File: src/rtl/cache_controller.sv
// Direct-mapped write-through, no-write-allocate word cache in front of sram_controller.
// Define CACHE_STATS_EN to add saturating hit/miss counters.
module cache_controller #(
  parameter int SETS = 64
) (
  input  logic        clk,
  input  logic        rst,
  input  logic        r_en_in,
  input  logic        w_en_in,
  input  logic [31:0] address_in,
  input  logic [31:0] write_data_in,
  output logic [31:0] read_data_out,
  output logic        ready_out,
  output logic        sram_r_en_out,
  output logic        sram_w_en_out,
  output logic [31:0] sram_address_out,
  output logic [31:0] sram_write_data_out,
  input  logic [31:0] sram_read_data_in,
  input  logic        sram_ready_in
`ifdef CACHE_STATS_EN
  ,
  output logic [15:0] hit_count_out,
  output logic [15:0] miss_count_out
`endif
);

  localparam int IW = $clog2(SETS);
  localparam int TW = 30 - IW;

  typedef enum logic [1:0] {
    IDLE,
    MISS,
    WRITE
  } state_t;

  state_t state;
  state_t state_nx;

  logic [SETS-1:0] valid;
  logic [TW-1:0]   tag_mem  [SETS];
  logic [31:0]     data_mem [SETS];

  logic [IW-1:0] idx;
  logic [TW-1:0] tag;
  logic          hit;
  logic          fill;
  logic          wr_upd;
  logic          unused_addr;

  assign idx         = address_in[IW+1:2];
  assign tag         = address_in[31:IW+2];
  assign unused_addr = ^address_in[1:0];
  assign hit         = valid[idx] && (tag_mem[idx] == tag);
  assign fill        = (state == MISS) && sram_ready_in;
  assign wr_upd      = (state == WRITE) && sram_ready_in && hit;

  assign sram_address_out    = address_in;
  assign sram_write_data_out = write_data_in;

  always_ff @(posedge clk or negedge rst) begin
    if (!rst) begin
      state <= IDLE;
    end else begin
      state <= state_nx;
    end
  end

  // Only the valid bits need a reset; tags and data are gated by them.
  always_ff @(posedge clk or negedge rst) begin
    if (!rst) begin
      valid <= '0;
    end else if (fill) begin
      valid[idx] <= 1'b1;
    end
  end

  always_ff @(posedge clk) begin
    if (fill) begin
      tag_mem[idx]  <= tag;
      data_mem[idx] <= sram_read_data_in;
    end else if (wr_upd) begin
      data_mem[idx] <= write_data_in;
    end
  end

  always_comb begin
    state_nx = state;
    unique case (state)
      IDLE: begin
        unique case (1'b1)
          w_en_in:           state_nx = WRITE;
          r_en_in && !hit:   state_nx = MISS;
          default:           state_nx = IDLE;
        endcase
      end
      MISS, WRITE: begin
        if (sram_ready_in) state_nx = IDLE;
      end
      default: state_nx = IDLE;
    endcase
  end

  always_comb begin
    ready_out     = 1'b0;
    read_data_out = 32'h0;
    sram_r_en_out = 1'b0;
    sram_w_en_out = 1'b0;
    unique case (state)
      IDLE: begin
        ready_out = !w_en_in && !(r_en_in && !hit);
        if (r_en_in && !w_en_in && hit) read_data_out = data_mem[idx];
      end
      MISS: begin
        sram_r_en_out = 1'b1;
        ready_out     = sram_ready_in;
        if (sram_ready_in) read_data_out = sram_read_data_in;
      end
      WRITE: begin
        sram_w_en_out = 1'b1;
        ready_out     = sram_ready_in;
      end
      default: ready_out = 1'b0;
    endcase
  end

`ifdef CACHE_STATS_EN
  logic hit_evt;
  logic miss_evt;

  assign hit_evt  = (state == IDLE) && r_en_in && !w_en_in && hit;
  assign miss_evt = (state == IDLE) && r_en_in && !w_en_in && !hit;

  always_ff @(posedge clk or negedge rst) begin
    if (!rst) begin
      hit_count_out  <= 16'h0;
      miss_count_out <= 16'h0;
    end else begin
      if (hit_evt && hit_count_out != 16'hFFFF)
        hit_count_out <= hit_count_out + 16'h1;
      if (miss_evt && miss_count_out != 16'hFFFF)
        miss_count_out <= miss_count_out + 16'h1;
    end
  end
`endif

endmodule

File: config.mk
export PLATFORM = sky130hd
export DESIGN_NAME = cache_controller
export DESIGN_NICKNAME = d
export VERILOG_FILES = /design/src/rtl/cache_controller.sv
export SDC_FILE = /design/constraint.sdc
export NUM_CORES = 2
export LEC_CHECK = 0
export ABC_AREA = 1
export CAP_MARGIN = 5
export CORE_MARGIN = 2
export CORE_UTILIZATION = 40
export CTS_CLUSTER_SIZE = 8
export DETAILED_ROUTE_END_ITERATION = 10
export PLACE_DENSITY_LB_ADDON = 0.2
export SYNTH_ARGS = -nofsm -noshare
export SYNTH_HDL_FRONTEND = slang
export SYNTH_SLANG_ARGS = --single-unit
File: constraint.sdc
create_clock -name clk -period 13.9 [get_ports clk]
set_clock_uncertainty 0.15 [all_clocks]
set_input_delay 4.17 -clock clk [delete_from_list [all_inputs] [get_ports clk]]
set_output_delay 4.17 -clock clk [all_outputs]
set_load 0.005 [all_outputs]
==> impl_metrics.csv <==
group,metric,value,unit
drt,drt_iter0_markers,10507,
yosys,synth_area_leaders,"edfxtp_1, o22ai_1, nand2_1",
yosys,synth_cell_types,42,
pwr,leakagePower,0.05466,uW
floorplanning,chipHeight,594.7,um
drt,vias,87015,
floorplanning,floorplan.die.width,594.7,um
drt,routed_length_per_instance,29.98,um
clock_tree,cts_max_path_buffers,4,
sta,grt_setup_unrepaired,"no",
placement,place.detailed.instances,14205,
yosys,synth_warn,0,
yosys,synth_top_area_frac,0.7711,
placement,gpl.final_weighted_congestion,0.8203,
placement,portBuffers,195,
global_route,first_global_vias,85387,
clock_tree,cts_resized,2,
cells_and_area,finish.net_count,10263,
yosys,synth-edff-count,3584,
drt,total_wirelength_of_the_detailed_routed_design,444600,um
global_route,groute.layer.met1.usage,0.3407,
global_route,grt_first_pass_wirelength,629300,um
sta,maxClockFrequency,0.07422,GHz
sta,max-slew-margin-rel,0.1492,
global_route,global_route.usage.met2,0.4037,
global_route,gr-max-usage-layer,"met2",
cells_and_area,finalCoreUtilization,0.4708,
drt,first_pass_iters,6,
cells_and_area,layout-area-overhead-vs-synth,16.97,%
sta,sum_neg_setup_slack,0,ns
yosys,post-synth-top-count-cell,"edfxtp_1",
sta,timing_max_transition_violations_final,0,
yosys,synth_nets,9814,
drt,remaining_design_rule_violation_count,0,
yosys,postSynthRegisterBits,3650,
floorplanning,floorplan.rows,216,
clock_tree,number_of_cts_inserted_buffers,526,
yosys,synthArstFlopShare,0.01808,
clock_tree,cts.htree.levels,6,
clock_tree,clock-sinks,3650,
yosys,synth.avg_cell_area,14.37,sq um
yosys,synth_area,139600,sq um
global_route,largest_net_degree_at_the_start_of_global_routing,117,
global_route,grt.met3_usage,0.03566,
clock_tree,post_cts_setup_buffers,0,
yosys,post-synth-top-area-cell,"edfxtp_1",
global_route,track_usage,0.2454,
job,max_cap_violations,0,
sta,part_of_the_cycle_the_worst_path_needs,0.9693,
drt,antenna_violating_nets_post_route,0,
setup_path,startpoint_type,"input pin",
floorplanning,design.core.area,346700,sq um
setup_path,r2r_slack,7.52,ns
sta,hold_ws,0.3017,ns
sta,report.final.hold_viol_count,0,
clock_tree,clk_transition_reported_paths,0.05,ns
setup_path,critical_path_required,9.58,ns
global_route,grt_overflow_total,0,
pwr,power.ir.vdd_worst,186.0,uV
pwr,powerDensity,153.1,nW/um^2
cells_and_area,final_layout_size_suffix_gt1_frac,0.1399,
yosys,ys_seq_area_frac,0.7830,
yosys,syn-instance-count,9709,
floorplanning,die_area,353700,sq um
clock_tree,tritoncts,"done",
hold_path,worst_hold_path.num_cells,2,
clock_tree,cts_hold_buffers,0,
hold_path,hold_path.class,"flip-flop to flip-flop",
sta,report.final.setup_viol,0,
placement,place.detailed.hpwl,235100,um
clock_tree,clkLatencyLatePin,1.02,ns
setup_path,critical_path_arrival,9.15,ns
sta,worst_pin_slew,1.276,ns
floorplanning,effective_utilization_at_floorplan,0.4025,
clock_tree,clock_tree.root_cell,"clkbuf_16",
drt,detail_route.vias_per_cell,5.867,
global_route,grt_antenna_before_repair,18,
setup_path,crit_type,"input pin to primary output",
setup_path,setup.worst_path.end_class,"primary output",
status,run_status,"complete, no violations",
cells_and_area,final_cell_count_no_fill,14830,
sta,timing.final.crit_period,13.47,ns
setup_path,worstPathMaxFanout,44,
yosys,synth_top_cells_by_count,"edfxtp_1, nand2_1, o22ai_1, nor2_1, o21ai_0",
floorplanning,io_pins,200,
yosys,dominantRegCellSynth,"edfxtp_1",
cells_and_area,fillCellCount,29755,
setup_path,worst-r2r-cell-count,20,
## final cells by class
cell class / instances / area (sq um) / share of cell area
multi-input cells: 5055 / 27070 / 0.1658
flip-flops and latches: 3650 / 109300 / 0.6694
clock inverters: 43 / 659.4 / 0.004039
well taps: 4578 / 5728 / 0.03509
diodes: 5 / 12.51 / 0.00007664
inverters: 345 / 1333 / 0.008162
clock buffers: 574 / 13600 / 0.08329
repair buffers: 580 / 5572 / 0.03413
## placed cells by master, fill, tap and decap left out, drive strengths merged, types with 79 or more instances in the layout
cell type	n
nand3	182
buf	413
o21ai	755
o41ai	215
nand2	1387
clkdlybuf4s50	167
nand4	79
edfxtp	3584
or2	260
inv	368
o211ai	219
o22ai	889
nor2	801
a21oi	142
clkbuf	574
## cells by family (layout without fill, tap and decap cells)
| logic type | Yosys count | in the layout | synth area share |
|---|---|---|---|
| flops | 3650 | 3650 | 0.7830 |
| fa+ha+maj | 4 | 4 | 0.0003586 |
| simple gates | 2779 | 2779 | 0.08352 |
| compound gates | 2272 | 2272 | 0.1021 |
| other cells | 0 | 5 | 0 |
| buf+inv | 1004 | 1542 | 0.03106 |
## stage by stage
| stage | instance area (sq um) | setup WS (ns) | power [uW] |
|---|---|---|---|
| after floorplan | 139600 | 3.144 | 13060 |
| after global placement | 148900 | -0.2080 | 13790 |
| after detailed placement | 148900 | -0.1301 | 13800 |
| after CTS | 163200 | 0.03740 | 25130 |
| after global routing | 163200 | 0.1748 | 25670 |
| final | 163300 | 0.4261 | 25000 |
## registers in the layout, summed over array words and instances (netlist names)
register  count
state         2
tag_mem    1536
valid        64
data_mem   2048
## where the power goes
part / switching (uW) / total (uW) / internal [uW]
Clock: 4520 / 11400 / 6870
Sequential: 17.9 / 12200 / 12200
Combinational: 1050 / 1420 / 369
Total: 5590 / 25000 / 19400
## layer usage
layer  part of all wire  routed length (um)
met3              0.080               35530
met4              0.027               11950
met1               0.42              184500
met5           0.000092                  41
met2               0.48              212500
## final timing paths
kind                               endpoint     startpoint
min in group asynchronous         valid[42]            rst
setup / recovery           read_data_out[3]  address_in[4]
hold reg to reg                   valid[60]      valid[60]
setup reg to reg            data_mem[37][5]  tag_mem[4][8]
hold / removal                    valid[60]      valid[60]
max in group asynchronous          valid[7]            rst
## critical path, cell delays in order
cell             delay [ns]
buf_2                  0.41
buf_4                  0.46
nor2_4                 0.14
buf_12                 0.23
o211ai_1               0.13
nand2_1                0.07
o21ai_0                0.25
nand2_1                0.15
nor2_1                 0.38
nand2_1                0.09
nand2_1                0.07
nand3_1                0.10
nor2_1                 0.28
nand2_1                0.09
nor2_1                 0.14
nand3_2                0.33
buf_4                  0.31
inv_2                  0.16
nand2_1                0.27
o21ai_0                0.30
clkdlybuf4s50_1        0.54
No activity file was read; power rests on OpenSTA's default activity.
